$ cat src/rtl/spi_pkg.sv
// Shared definitions for the SPI shift engine: frame FSM encoding,
// bit-order constants and the effective word-length helper.
package spi_pkg;

    typedef logic [1:0] spi_state_t;

    localparam spi_state_t SPI_IDLE   = 2'd0;
    localparam spi_state_t SPI_ACTIVE = 2'd1;
    localparam spi_state_t SPI_DONE   = 2'd2;

    localparam logic SPI_MSB_FIRST = 1'b0;
    localparam logic SPI_LSB_FIRST = 1'b1;

    // A programmed length of 0, or anything wider than the datapath,
    // means a full-width word.
    function automatic int unsigned spi_eff_len(input int unsigned len,
                                                input int unsigned data_w);
        if (len == 0 || len > data_w) return data_w;
        return len;
    endfunction

endpackage

$ cat src/rtl/spi_word_align.sv
// Combinational word alignment for the SPI datapath.
//   i_tx_len/i_tx_lsb_first/i_tx_data -> o_tx_aligned : TX word placed in the
//     shift register (MSB-first: left-aligned, LSB-first: right-aligned, bits
//     above the length cleared).
//   i_rx_len/i_rx_word -> o_rx_aligned : received word right-aligned and
//     zero-extended to DATA_W.
module spi_word_align
    import spi_pkg::*;
#(
    parameter int unsigned DATA_W = 16,
    parameter int unsigned CNT_W  = $clog2(DATA_W) + 1
) (
    input  logic [CNT_W-1:0]  i_tx_len,
    input  logic              i_tx_lsb_first,
    input  logic [DATA_W-1:0] i_tx_data,
    output logic [DATA_W-1:0] o_tx_aligned,
    input  logic [CNT_W-1:0]  i_rx_len,
    input  logic [DATA_W-1:0] i_rx_word,
    output logic [DATA_W-1:0] o_rx_aligned
);

    // Number of unused bit positions above the word (lengths are 1..DATA_W).
    logic [31:0] tx_pad;
    logic [31:0] rx_pad;

    always_comb begin
        tx_pad = DATA_W - 32'(i_tx_len);
        rx_pad = DATA_W - 32'(i_rx_len);
        if (i_tx_lsb_first == SPI_LSB_FIRST) begin
            o_tx_aligned = i_tx_data & ({DATA_W{1'b1}} >> tx_pad);
        end else begin
            o_tx_aligned = i_tx_data << tx_pad;
        end
        o_rx_aligned = i_rx_word & ({DATA_W{1'b1}} >> rx_pad);
    end

endmodule

$ cat src/rtl/spi_shift_engine.sv
// Full-duplex SPI shift engine: programmable word length, MSB/LSB-first,
// CPHA 0/1, internal loopback, ready/valid TX and RX with sticky overrun.
//   TX side : i_tx_valid/i_tx_data/o_tx_ready, mode inputs latched at load.
//   SCLK    : i_leading_edge/i_trailing_edge strobes from the edge generator.
//   Serial  : i_MISO in, o_MOSI out (registered).
//   Status  : o_frame_active, o_frame_done (pulse), i_abort.
//   RX side : o_rx_valid/o_rx_data/i_rx_ready, o_rx_overrun/i_ovr_clr.
module spi_shift_engine
    import spi_pkg::*;
#(
    parameter int unsigned DATA_W = 16,
    parameter int unsigned CNT_W  = $clog2(DATA_W) + 1
) (
    input  logic              i_clk,
    input  logic              i_rst_n,
    input  logic              i_cpha,
    input  logic              i_lsb_first,
    input  logic              i_loopback,
    input  logic [CNT_W-1:0]  i_word_len,
    input  logic              i_tx_valid,
    input  logic [DATA_W-1:0] i_tx_data,
    output logic              o_tx_ready,
    input  logic              i_abort,
    input  logic              i_leading_edge,
    input  logic              i_trailing_edge,
    input  logic              i_MISO,
    output logic              o_MOSI,
    output logic              o_frame_active,
    output logic              o_frame_done,
    output logic              o_rx_valid,
    output logic [DATA_W-1:0] o_rx_data,
    input  logic              i_rx_ready,
    output logic              o_rx_overrun,
    input  logic              i_ovr_clr
);

    spi_state_t        st_q, st_d;
    logic              cpha_q, cpha_d;
    logic              lsb_q, lsb_d;
    logic              loop_q, loop_d;
    logic [CNT_W-1:0]  len_q, len_d;
    logic [CNT_W-1:0]  tcnt_q, tcnt_d;
    logic [CNT_W-1:0]  scnt_q, scnt_d;
    logic [DATA_W-1:0] tx_sh_q, tx_sh_d;
    logic [DATA_W-1:0] rx_sh_q, rx_sh_d;
    logic [DATA_W-1:0] rx_data_q, rx_data_d;
    logic              mosi_q, mosi_d;
    logic              rx_valid_q, rx_valid_d;
    logic              ovr_q, ovr_d;

    logic [CNT_W-1:0]  len_eff;
    logic [DATA_W-1:0] tx_aligned;
    logic [DATA_W-1:0] rx_aligned;
    logic [DATA_W-1:0] tx_shifted;
    logic [CNT_W-1:0]  tcnt_inc;
    logic              lead, trail, sample_bit, rx_write, ovr_set;

    assign len_eff = CNT_W'(spi_eff_len(32'(i_word_len), DATA_W));

    spi_word_align #(
        .DATA_W (DATA_W),
        .CNT_W  (CNT_W)
    ) u_align (
        .i_tx_len       (len_eff),
        .i_tx_lsb_first (i_lsb_first),
        .i_tx_data      (i_tx_data),
        .o_tx_aligned   (tx_aligned),
        .i_rx_len       (len_q),
        .i_rx_word      (rx_sh_q),
        .o_rx_aligned   (rx_aligned)
    );

    always_comb begin
        st_d       = st_q;
        cpha_d     = cpha_q;
        lsb_d      = lsb_q;
        loop_d     = loop_q;
        len_d      = len_q;
        tcnt_d     = tcnt_q;
        scnt_d     = scnt_q;
        tx_sh_d    = tx_sh_q;
        rx_sh_d    = rx_sh_q;
        rx_data_d  = rx_data_q;
        mosi_d     = mosi_q;
        rx_valid_d = rx_valid_q;
        ovr_d      = ovr_q;
        rx_write   = 1'b0;
        ovr_set    = 1'b0;

        // Simultaneous strobes are illegal; the leading edge wins.
        lead       = i_leading_edge;
        trail      = i_trailing_edge & ~i_leading_edge;
        sample_bit = loop_q ? mosi_q : i_MISO;
        tx_shifted = (lsb_q == SPI_LSB_FIRST) ? (tx_sh_q >> 1) : (tx_sh_q << 1);
        tcnt_inc   = tcnt_q + 1'b1;

        case (st_q)
            SPI_IDLE: begin
                if (i_tx_valid) begin
                    st_d    = SPI_ACTIVE;
                    cpha_d  = i_cpha;
                    lsb_d   = i_lsb_first;
                    loop_d  = i_loopback;
                    len_d   = len_eff;
                    tcnt_d  = '0;
                    scnt_d  = '0;
                    rx_sh_d = '0;
                    tx_sh_d = tx_aligned;
                    // CPHA=0 presents bit 1 straight away; CPHA=1 waits for
                    // the first leading edge.
                    if (i_cpha) mosi_d = 1'b0;
                    else mosi_d = (i_lsb_first == SPI_LSB_FIRST) ? tx_aligned[0]
                                                                 : tx_aligned[DATA_W-1];
                end
            end
            SPI_ACTIVE: begin
                if (i_abort) begin
                    st_d   = SPI_IDLE;
                    mosi_d = 1'b0;
                end else begin
                    // The edge that samples depends on CPHA; the other drives.
                    if ((lead && !cpha_q) || (trail && cpha_q)) begin
                        if (scnt_q < len_q) begin
                            scnt_d = scnt_q + 1'b1;
                            if (lsb_q == SPI_LSB_FIRST)
                                rx_sh_d = rx_sh_q | ({{(DATA_W-1){1'b0}}, sample_bit} << scnt_q);
                            else
                                rx_sh_d = {rx_sh_q[DATA_W-2:0], sample_bit};
                        end
                    end
                    if (lead && cpha_q) begin
                        mosi_d  = (lsb_q == SPI_LSB_FIRST) ? tx_sh_q[0] : tx_sh_q[DATA_W-1];
                        tx_sh_d = tx_shifted;
                    end
                    if (trail) begin
                        tcnt_d = tcnt_inc;
                        if (tcnt_inc == len_q) begin
                            st_d = SPI_DONE;
                        end else if (!cpha_q) begin
                            tx_sh_d = tx_shifted;
                            mosi_d  = (lsb_q == SPI_LSB_FIRST) ? tx_shifted[0]
                                                               : tx_shifted[DATA_W-1];
                        end
                    end
                end
            end
            SPI_DONE: begin
                st_d = SPI_IDLE;
                if (i_abort) mosi_d = 1'b0;
                else rx_write = 1'b1;
            end
            default: st_d = SPI_IDLE;
        endcase

        // A fresh word keeps valid high even if the old one is consumed now.
        if (rx_write) begin
            rx_data_d  = rx_aligned;
            rx_valid_d = 1'b1;
            ovr_set    = rx_valid_q & ~i_rx_ready;
        end else if (rx_valid_q && i_rx_ready) begin
            rx_valid_d = 1'b0;
        end

        if (ovr_set) ovr_d = 1'b1;
        else if (i_ovr_clr) ovr_d = 1'b0;
    end

    always_ff @(posedge i_clk or negedge i_rst_n) begin
        if (!i_rst_n) begin
            st_q       <= SPI_IDLE;
            cpha_q     <= 1'b0;
            lsb_q      <= 1'b0;
            loop_q     <= 1'b0;
            len_q      <= '0;
            tcnt_q     <= '0;
            scnt_q     <= '0;
            tx_sh_q    <= '0;
            rx_sh_q    <= '0;
            rx_data_q  <= '0;
            mosi_q     <= 1'b0;
            rx_valid_q <= 1'b0;
            ovr_q      <= 1'b0;
        end else begin
            st_q       <= st_d;
            cpha_q     <= cpha_d;
            lsb_q      <= lsb_d;
            loop_q     <= loop_d;
            len_q      <= len_d;
            tcnt_q     <= tcnt_d;
            scnt_q     <= scnt_d;
            tx_sh_q    <= tx_sh_d;
            rx_sh_q    <= rx_sh_d;
            rx_data_q  <= rx_data_d;
            mosi_q     <= mosi_d;
            rx_valid_q <= rx_valid_d;
            ovr_q      <= ovr_d;
        end
    end

    assign o_tx_ready     = (st_q == SPI_IDLE);
    assign o_frame_active = (st_q == SPI_ACTIVE);
    assign o_frame_done   = (st_q == SPI_DONE) & ~i_abort;
    assign o_MOSI         = mosi_q;
    assign o_rx_valid     = rx_valid_q;
    assign o_rx_data      = rx_data_q;
    assign o_rx_overrun   = ovr_q;

endmodule

$ cat config.mk
export PLATFORM = sky130hd
export DESIGN_NAME = spi_shift_engine
export DESIGN_NICKNAME = d
export VERILOG_FILES = /design/src/rtl/spi_pkg.sv /design/src/rtl/spi_word_align.sv /design/src/rtl/spi_shift_engine.sv
export SDC_FILE = /design/constraint.sdc
export NUM_CORES = 1
export LEC_CHECK = 0
export ABC_AREA = 1
export CELL_PAD_IN_SITES_DETAIL_PLACEMENT = 2
export CELL_PAD_IN_SITES_GLOBAL_PLACEMENT = 2
export CORE_MARGIN = 2
export CORE_UTILIZATION = 32
export DETAILED_ROUTE_END_ITERATION = 10
export PLACE_DENSITY = 0.93
export SYNTH_ARGS = -nofsm -noshare
export SYNTH_HDL_FRONTEND = slang
export SYNTH_SLANG_ARGS = --single-unit
$ cat constraint.sdc
create_clock -name i_clk -period 2.6 [get_ports i_clk]
set_input_delay 0.65 -clock i_clk [delete_from_list [all_inputs] [get_ports i_clk]]
set_output_delay 0.65 -clock i_clk [all_outputs]
set_load 0.01 [all_outputs]
* After elaboration in Yosys (flattened, before gate mapping)
Cells that the tools add are included.
** Word-level totals
- Register bits :: 71
- Input port bits :: 33
- Output and inout bits :: 22
- Word-level logic and storage cells :: 113
** Operators by class
- $add $sub $neg :: 4
- Magnitude comparators :: 2
- Equal/unequal tests :: 11
- Shifts and indexed selects :: 4
- Mux-type cells :: 51
- Bitwise operators :: 9
- Reduce and logical (&&, ||, !) cells :: 19
** Operator list (number)
- 2-to-1 mux 16 bit :: 13
- one-hot mux 16 bit (2 select lines) :: 2
- >> shifter 16 x 32 -> 16 bit (first input constant) :: 2
- 2-to-1 mux 5 bit :: 8
- bitwise AND 16 bit :: 2
- left shift 16 x 32 -> 16 bit :: 1
- 2-to-1 mux 1 bit :: 20
- one-hot mux 5 bit (2 select lines) :: 2
- bitwise OR 16 bit :: 1
- left shift 1 x 5 -> 16 bit :: 1
- subtractor 5 x 5 -> 6 bit (first input constant) :: 2
- adder 5 x 1 -> 5 bit (second input constant) :: 2
- AND reduction 3 bit :: 3
- 2-to-1 mux 2 bit :: 4
- != test 2 x 1 -> 1 bit (second input constant) :: 3
- != test 2 bit (second input constant) :: 3
- != test 3 x 2 -> 1 bit (second input constant) :: 2
- nonzero test 2 bit :: 3
- == test 5 bit :: 1
- > comparator 5 bit (second input constant) :: 1
- logical NOT 5 bit :: 1
- < comparator 5 bit :: 1
- AND reduction 5 bit :: 1
- logical AND 1 bit :: 4
- 12 further kinds :: 17

* Longest topological paths before layout
- Depth in word-level cells :: 12
- Depth in mapped cells :: 19
- Depth with buffers taken out :: 18

* Cells and area by module
Synthesis repeated with hierarchy kept, for this count alone.
** Second synthesis, totals
- Cells, all modules :: 886
- Area total of the unflattened synthesis :: 5811.8 sq um
** By module, submodules not included
- spi_shift_engine :: instances 1, cells an instance 599, area each 4361.7 sq um, sequential area each 1776.7 sq um
- spi_word_align :: instances 1, cells an instance 287, area each 1450.1 sq um, sequential area each 0.0 sq um

* Worst setup path before layout
OpenSTA, ideal clock, no wires.
- Path kind :: input-to-reg
- From :: in i_word_len[1]
- To :: reg tx_sh_q[6]
- Library setup time :: 0.117 ns
- Arrival time :: 2.896 ns
- Data required time :: 2.483 ns
- Setup slack :: -0.413 ns
- Stages :: 19
- Buffers on the path :: 3
- Path through :: nor2_1 > nand3_1 > ha_1 > inv_2 > nand2_4 > clkbuf_1 > ha_1 > clkbuf_1 > inv_1 > clkbuf_1 > nand3_1 > nand3_1 > nand2_1 > nand2_1 > nand2_1 > nand2_1 > o21ai_1 > nand2_1 > nand2_1
** Between the ends
- Word-level cells in the longest chain between the ends :: 10
- Elaborated cells between the ends (all ways) :: 13
- Classes of those cells :: add/sub (1); order compare (1); shift (2); mux (6); bitwise (1); reduce/logical (2)
** Ends and longest elaborated chain
- start, declared :: RTL line spi_shift_engine.sv:19 : input logic [CNT_W-1:0] i_word_len,
- > comparator 5 bit or logical NOT 5 bit (tied branches) :: RTL line spi_pkg.sv:18 : if (len == 0 || len > data_w) return data_w;
- logical OR 1 bit :: RTL line spi_pkg.sv:18
- 2-to-1 mux 1 bit or 2-to-1 mux 5 bit (tied branches) :: RTL line spi_pkg.sv:18
- 2-to-1 mux 5 bit * :: RTL line spi_pkg.sv:19 : return len;
- subtractor 5 x 5 -> 6 bit * :: RTL line spi_word_align.sv:27 : tx_pad = DATA_W - 32'(i_tx_len);
- >> shifter 16 x 32 -> 16 bit :: RTL line spi_word_align.sv:30 : o_tx_aligned = i_tx_data & ({DATA_W{1'b1}} >> tx_pad);
- bitwise AND 16 bit :: RTL line spi_word_align.sv:30
- 2-to-1 mux 16 bit * :: RTL line spi_word_align.sv:29 : if (i_tx_lsb_first == SPI_LSB_FIRST) begin
- 2-to-1 mux 16 bit * :: RTL line spi_shift_engine.sv:99 : if (i_tx_valid) begin
- one-hot mux 16 bit (2 select lines) * :: RTL line spi_shift_engine.sv:97 : case (st_q)
- end signal, assigned :: RTL line spi_shift_engine.sv:191 : tx_sh_q <= tx_sh_d;
- end, declared :: RTL line spi_shift_engine.sv:44 : logic [DATA_W-1:0] tx_sh_q, tx_sh_d;
Every way passes the cells marked *; elsewhere a longest branch is shown, timed or not. The select of a mux whose other input is x is not followed.
A chain may end at the register's enable or synchronous reset.

* Final worst setup path
- From :: in i_word_len[3]
- To :: reg tx_sh_q[11]
Same word-level chain as after synthesis.

==> impl_metrics.py <==
metrics = {
    "timing": {
        "finalMaxSlewViolations": 0,
        "maxClockFrequency_ghz": 0.378,
        "worst-slew-pin-transition_ns": 0.725,
        "slew_headroom_pct": 51.6,
        "final.setup_skew_ns": 0.0167,
        "setup_violations": 8,
        "period_needed_ns": 2.64,
        "period_share_pct": 102,
        "rsz0062_at_grt": "true",
        "finalHoldViolCount": 0,
        "worst_slack_ns": -0.0449,
    },
    "clocking": {
        "htreeDepth": 3,
        "cts_tree": "built",
        "clkTransAtPathRegs_ns": 0.08,
        "numCtsBuffers": 9,
        "clkLatencyLatePin_ns": 0.36,
        "clock-root-buffer": "clkbuf_16",
        "clk_path_buf_depth": 2,
        "cts.sinks": 71,
    },
    "yosys": {
        "synthTopCellsByArea": "dfrtp_1, nand2_1, nand3_1",
        "synth_area_per_cell_sq_um": 6.68,
        "synth_cell_types": 44,
        "syn_nets": 862,
        "synth_cells": 817,
        "ys.warnings.count": 0,
        "synth_flop_cell": "dfrtp_1",
        "synth_edf_count": 0,
        "synth_top_area_share_pct": 32.6,
        "ys_seq_area_share_pct": 32.6,
        "yosys_register_bits": 71,
        "syn-cell-area_sq_mm": 0.00546,
        "synth_area_leader_cell": "dfrtp_1",
        "async_flop_share_pct": 100,
    },
    "global_routing": {
        "grt_max_degree": 72,
        "grt_usage_pct": 32.5,
        "grt_pass1_vias": 7590,
        "antenna_found_initial": 0,
        "grt_pass1_wl_um": 44700,
        "grt_overflow": 0,
    },
    "placed_design": {
        "placed_area_sq_mm": 0.00659,
        "io_buffers": 54,
        "placedCellCount": 1106,
        "dp_hpwl_um": 19200,
        "gp_congestion": 0.921,
    },
    "critical_path": {
        "arrival_ns": 2.92,
        "required_ns": 2.87,
        "critPathLaunch": "i_word_len[3]",
        "critPathMaxFanout": 11,
        "r2r-start": "tcnt_q[0]$_DFFE_PN0P_",
        "critPathLaunchType": "primary input",
        "end_kind": "flip-flop",
        "r2r_slack_ns": -0.02,
        "criticalPathCategory": "in -> reg",
    },
    "flow_run": {
        "maxCapViolations": 0,
    },
    "floorplanning": {
        "core_sq_mm": 0.0166,
        "die_area_sq_mm": 0.0181,
        "initial_utilization_pct": 32.8,
        "die_w_um": 135,
        "pin_count": 55,
        "die_y_um": 135,
        "rows": 47,
    },
    "cells_and_area": {
        "final_nets": 957,
        "area_delta_synth_final_pct": 37.6,
        "layout_common_cells": "nand2_1, nand3_1, o21ai_0",
        "fin_area_sq_mm": 0.00751,
        "final_common_cell": "nand2_1",
        "drive_above_1_share_pct": 23.6,
        "num_antenna_cells": 0,
        "nFillCells": 1894,
        "final_cells": 1137,
    },
    "power_and_ir_drop": {
        "cellLeakagePower_uw": 0.00341,
        "power.share.sequential_pct": 23.1,
        "ir_drop_mv": 0.399,
        "p_sw_uw": 4760,
        "cell_internal_pwr_uw": 4100,
        "cellPowerDensity_mw_per_mm2": 1180,
        "clock_power_share_pct": 15.6,
        "switching_share_pct": 53.8,
        "p_comb_share_pct": 61.3,
    },
    "drt": {
        "ant_nets": 0,
        "drtIter0Drc": 528,
        "routedWlPerCell_um": 27.7,
        "drc": 0,
        "totalWireLength_um": 31400,
        "vias": 6986,
        "first_pass_iters": 5,
        "routed_via_density": 6.14,
    },
    "hold_path": {
        "min_path_type": "in -> async",
    },
    "outcome": {
        "violations": "negative setup slack",
        "run_status": "finished with violations",
    },
}
-- synth_stat cells, types with 4 or more instances --
cell type	instances
a21boi_1	6
buf_6	4
a21oi_1	54
nand2_2	4
o31ai_1	5
nand3_1	105
ha_1	12
dfrtp_1	71
nor2_1	56
inv_2	12
a31oi_1	4
a32o_1	6
inv_1	60
nand4_1	11
buf_2	11
o21ai_1	13
buf_4	6
o21ai_0	79
o211ai_1	11
nand2_1	218
xor2_1	6
clkbuf_1	22
-- through the flow --
stage / setup slack [ns] / TNS [ns] / utilization, % / hold WS (ns) / power [uW]
3_3_place_gp: -0.658 / -16.03 / 39.6 / 0.463 / 6080
4_1_cts: 0.00919 / 0 / 43.4 / 0.348 / 8310
3_5_place_dp: -0.801 / -21.77 / 39.6 / 0.481 / 6600
6_report: -0.0449 / -0.194 / 45.1 / 0.317 / 8860
5_1_grt: -0.165 / -0.941 / 45.1 / 0.357 / 9260
2_1_floorplan: 0.0194 / 0 / - / 0.354 / 4740
-- state kept, by name, indices dropped and copies added, names as in the netlist --
signal / cells
o_rx_data: 16
rx_sh_q: 16
tx_sh_q: 16
len_q: 5
scnt_q: 5
tcnt_q: 5
st_q: 2
cpha_q: 1
loop_q: 1
lsb_q: 1
o_MOSI: 1
o_rx_overrun: 1
o_rx_valid: 1
-- per-layer routing --
layer	up-vias	GRT usage, %	part of all wire [%]
met5	-	0	0
met4	0	18.0	6.5
met3	137	4.88	4.2
met2	336	60.4	52
met1	3577	35.3	37
li1	2936	-	-
-- kinds of logic after synthesis --
kind of cell,after synthesis,share of synthesized area [%]
buffers and inverters,117,9.26
adder cells (fa/ha/maj),12,2.75
AO/OA/AOI/OAI,194,20.6
XOR/XNOR,11,2.04
AND/OR/NAND/NOR,410,32.4
multiplexers,2,0.367
flip-flops,71,32.6
-- repair_timing --
item | in CTS | in global routing
endpoints found under the hold margin | 0 | 0
pin swaps | 22 | 35
buffers inserted | 9 | 3
gates cloned | 3 | 0
setup endpoints to repair | 38 | 38
hold buffers | 0 | 0
resized for setup | 55 | 81
-- power by group through the flow --
| stage | combinational, uW | sequential [uW] | clock [uW] |
|---|---|---|---|
| 6_report | 5430 | 2050 | 1380 |
| 5_1_grt | 5770 | 2070 | 1420 |
| 4_1_cts | 4970 | 2000 | 1340 |
| 3_5_place_dp | 4600 | 2000 | 0 |
| 3_3_place_gp | 4140 | 1930 | 0 |
| 2_1_floorplan | 2880 | 1860 | 0 |
-- final timing paths --
check / endpoint / depth (start not counted)
max in group asynchronous: o_MOSI$_DFFE_PN0P_ / 2
setup / recovery: tx_sh_q[11]$_DFFE_PN0P_ / 14
hold reg to reg: o_rx_data[6]$_DFFE_PN0P_ / 1
min in group i_clk: o_rx_data[6]$_DFFE_PN0P_ / 1
setup reg to reg: tx_sh_q[0]$_DFFE_PN0P_ / 12
hold / removal: o_rx_data[15]$_DFFE_PN0P_ / 2
-- area by class of cell --
type | instances | area [sq um] | share of cell area (%)
repair buffers | 126 | 1220 | 16.2
flip-flops and latches | 71 | 1780 | 23.7
multi-input cells | 630 | 3630 | 48.4
clock inverters | 7 | 78.8 | 1.05
clock buffers | 9 | 225 | 3.00
inverters | 74 | 298 | 3.97
well taps | 220 | 275 | 3.67
-- critical path, stage by stage --
cell	delay, ns
clkbuf_2	0.12
inv_2	0.11
nand3_4	0.09
ha_4	0.27
inv_6	0.09
nand2_8	0.07
ha_4	0.34
inv_6	0.10
buf_4	0.18
nand3_1	0.16
nand3_1	0.16
o211ai_1	0.20
nand3_1	0.15
a21boi_1	0.21
Power figures use the tool's default switching activity.
==> variant 1, RTL diff (same flow settings) <==
`DATA_W` is set to 16 in 2 places; all go to 32.
--- a/src/rtl/spi_word_align.sv
+++ b/src/rtl/spi_word_align.sv
@@ -9,3 +9,3 @@
 #(
-    parameter int unsigned DATA_W = 16,
+    parameter int unsigned DATA_W = 32,
     parameter int unsigned CNT_W  = $clog2(DATA_W) + 1
--- a/src/rtl/spi_shift_engine.sv
+++ b/src/rtl/spi_shift_engine.sv
@@ -10,3 +10,3 @@
 #(
-    parameter int unsigned DATA_W = 16,
+    parameter int unsigned DATA_W = 32,
     parameter int unsigned CNT_W  = $clog2(DATA_W) + 1
Ports: changed (resized i_tx_data, i_word_len and o_rx_data); port bits go from 55 to 88. The function was not compared with the original's and may differ.
==> variant 1 against the unedited design <==
The flow still finishes with violations (setup timing); setup slack lost 250 ps; critical path depth shrank 3; routed wire length grew 93%; clock skew grew 10 ps; worst hold slack lost 240 ps; sequential cell count grew 51; fmax shrank 8.6%; area after synthesis grew 81%; utilization shrank 1.6 points; cell area grew 77%; total power grew 87%; largest cell class unchanged; highest routed layer unchanged.
==> variant 1: results (changes against the unedited design) <==
metric,value,unit,change
status,"complete, but fails checks",,
violations,setup timing,,
ctsResizeCount,30,,-45%
synth_fp_nets,1657,,+92%
totalPowerFinal,16.59,mW,+87%
seq_area_share,23.01,%,-0.68 points
multi_input_area,6330,sq um,+74%
worst_slack,-293.0,ps,-248.0 ps
place_worst_setup_slack,-654.5,ps,+146.9 ps
p_leak,6.168,nW,+81%
crit_start,len_q[3],,
synthMuxAreaShare,0,%,-0.37 points
clock_latency,460,ps,+100 ps
dp_hpwl,38.56,mm,+100%
worst_ep_arrival_time,3170,ps,+250 ps
peakVddDrop,0.5258,mV,+32%
inverters,136,,+84%
gp_congestion,0.9532,,+3.5%
swShare,55.66,%,+1.9 points
first_iter_violations,1032,,+95%
crit_end,scnt_q[4],,
diodes,1,,+1
setup_viol,48,,+40
cts_max_level,4,,+1
postCtsSetupBuffers,5,,-4
n_all_buffers,237,,+88%
ys_seq_area_share,30.90,%,-1.7 points
place_inst,2102,,+90%
power_density,1248,nW/um^2,+5.8%
nFillCells,3596,,+90%
finalSetupTns,-2631,ps,-2437 ps
synth-xor-area-share,0.8991,%,-1.1 points
drive_above_1_share,18.74,%,-4.8 points
routed_wl,60.69,mm,+93%
powerSeq,3.43,mW,+67%
clkCellAreaFrac,4.341,%,+0.29 points
design.die.area,32300,sq um,+78%
place_area,11920,sq um,+81%
ys_top_cells_by_count,"452 x nand2_1, 257 x nand3_1, 172 x o21ai_0",,
ys_top_cells_by_area,"dfrtp_1 31%, nand2_1 17%, nand3_1 13%",,
-- variant 1: cell types whose count changed in the layout (fill, tap and decap cells not counted), moves of 34 or more --
cell	before	now
nand2_1	189	430
nand3_1	80	209
o21ai_0	74	158
nor2_1	49	116
buf_4	58	123
inv_1	55	118
dfrtp_1	70	119
a21oi_1	44	81
clkdlybuf4s50_1	48	82
-- variant 1: per-layer routing --
| metal | part of all wire, % | up-vias | global-route usage (%) |
|---|---|---|---|
| met2 | 51 | 595 | 59.77 |
| met3 | 4.8 | 289 | 4.882 |
| met4 | 8.2 | 0 | 19.54 |
| li1 | - | 5618 | - |
| met1 | 36 | 6677 | 36.50 |
| met5 | 0 | - | 0 |
-- variant 1: critical path: stages (launching register included) --
cell	delay, ps
dfrtp_1	480
inv_1	190
ha_1	350
o21ai_0	120
a21boi_1	170
o21ai_1	90
nand2_1	70
nand2_1	60
nand2_1	190
inv_2	150
clkbuf_16	210
o21ai_0	620
==> variant 2, RTL diff (same flow settings) <==
Made on the original files. Put one more register stage on the output `o_rx_overrun`. The value now appears one clock later. The other outputs are not delayed to match.
--- a/src/rtl/spi_shift_engine.sv
+++ b/src/rtl/spi_shift_engine.sv
@@ -205,3 +205,5 @@
     assign o_rx_data      = rx_data_q;
-    assign o_rx_overrun   = ovr_q;
+    always_ff @(posedge i_clk) begin
+        o_rx_overrun <= ovr_q;
+    end
 
Function: changed (Yosys sat finds a counterexample within 10 cycles, from zero or initial values and one cycle with i_rst_n low).
==> variant 2 against the unedited design <==
The run still ends with setup timing left; cell area grew 0.55%; sequential cell count grew 1; largest cell class unchanged; setup slack lost 95 ps; area after synthesis shrank 1.0%; sequential power grew 4%; critical path type unchanged; first-iteration DRC count grew 5.1%; combinational power is essentially flat; total power grew 0.76%; routed wire length grew 3.6%.
==> variant 2: results (changes against the unedited design) <==
metric,value,unit,change
grt_max_degree,47,,-35%
peakVddDrop,0.4102,mV,+2.8%
p_leak,3.451,nW,+1.3%
ys_seq_area_share,33.27,%,+0.71 points
ys_types,47,,+6.8%
n_all_buffers,138,,+9.5%
power_density,1183,nW/um^2,+0.21%
worst_slack,-140.4,ps,-95.47 ps
grt_pass1_vias,7695,,+1.4%
seq_area_share,23.82,%,+0.14 points
track_usage,33.23,%,+0.71 points
viasPerCell,6.194,,+0.81%
clkCellAreaFrac,4.111,%,+0.061 points
avgRoutedWirePerCell,28.41,microns,+2.7%
skew,10.49,ps,-6.240 ps
multi_input_gates,621,,-1.4%
drive_above_1_share,22.89,%,-0.66 points
postCtsSetupBuffers,3,,-6
grt_pass1_wl,45.44,mm,+1.7%
status,"complete, but fails checks",,
grtUsageMet1,36.56,%,+1.3 points
synth_fp_nets,858,,-0.46%
synthAdderAreaFrac,2.780,%,+0.029 points
synth_compound_area_share,20.78,%,+0.19 points
rr_worst_depth,13,,+1
worst-path-max-fanout,7,,-4
setup_viol,13,,+5
r2r_slack,-50,ps,-30 ps
ys_top_cells_by_count,"212 x nand2_1, 109 x nand3_1, 71 x dfrtp_1, 71 x o21ai_0, 65 x inv_1",,
buffer_area_share,17.14,%,+0.92 points
ctsResizeCount,61,,+11%
nFillCells,1839,,-2.9%
use_met2,60.68,%,+0.25 points
crit_start,i_word_len[2],,
crit_end,tx_sh_q[15],,
nets,966,,+0.94%
dp_hpwl,19.51,mm,+1.7%
syn_inst,813,,-0.49%
violations,setup timing,,
first_iter_violations,555,,+5.1%
r2r-end,tx_sh_q[9],,
holdWs,247.7,ps,-69.41 ps
worst_ep_arrival_time,3000,ps,+80 ps
finalSetupTns,-721.3,ps,-527.0 ps
worstMarginPinSlew,504.3,ps,-220.5 ps
synth-seq-cells,72,,+1.4%
[variant 2: cell count changes after synthesis, sizes merged, moves of 3 or more]
cell,delta
o31ai,-3
a21boi,-3
nand3,+4
nand4,-3
o21ai,-8
a21oi,+8
inv,+4
nand2,-8
[variant 2: stage by stage]
| step | setup WS (ps) | instance area (sq um) |
|---|---|---|
| after floorplan | -76.60 | 5515 |
| after global placement | -595.1 | 6731 |
| after detailed placement | -813.2 | 6731 |
| after CTS | 1.147 | 7254 |
| after global routing | -207.8 | 7547 |
| final | -140.4 | 7547 |
[variant 2: power by group]
group / internal, mW / switching (mW)
clock: 0.765 / 0.605
combinational: 1.78 / 3.65
sequential: 1.58 / 0.549
total: 4.13 / 4.80
[variant 2: metal layers]
layer	vias to the layer above	wire length [microns]
met1	3583	12020
met4	0	2123
met5	-	0
met3	165	1767
li1	2956	-
met2	394	16650
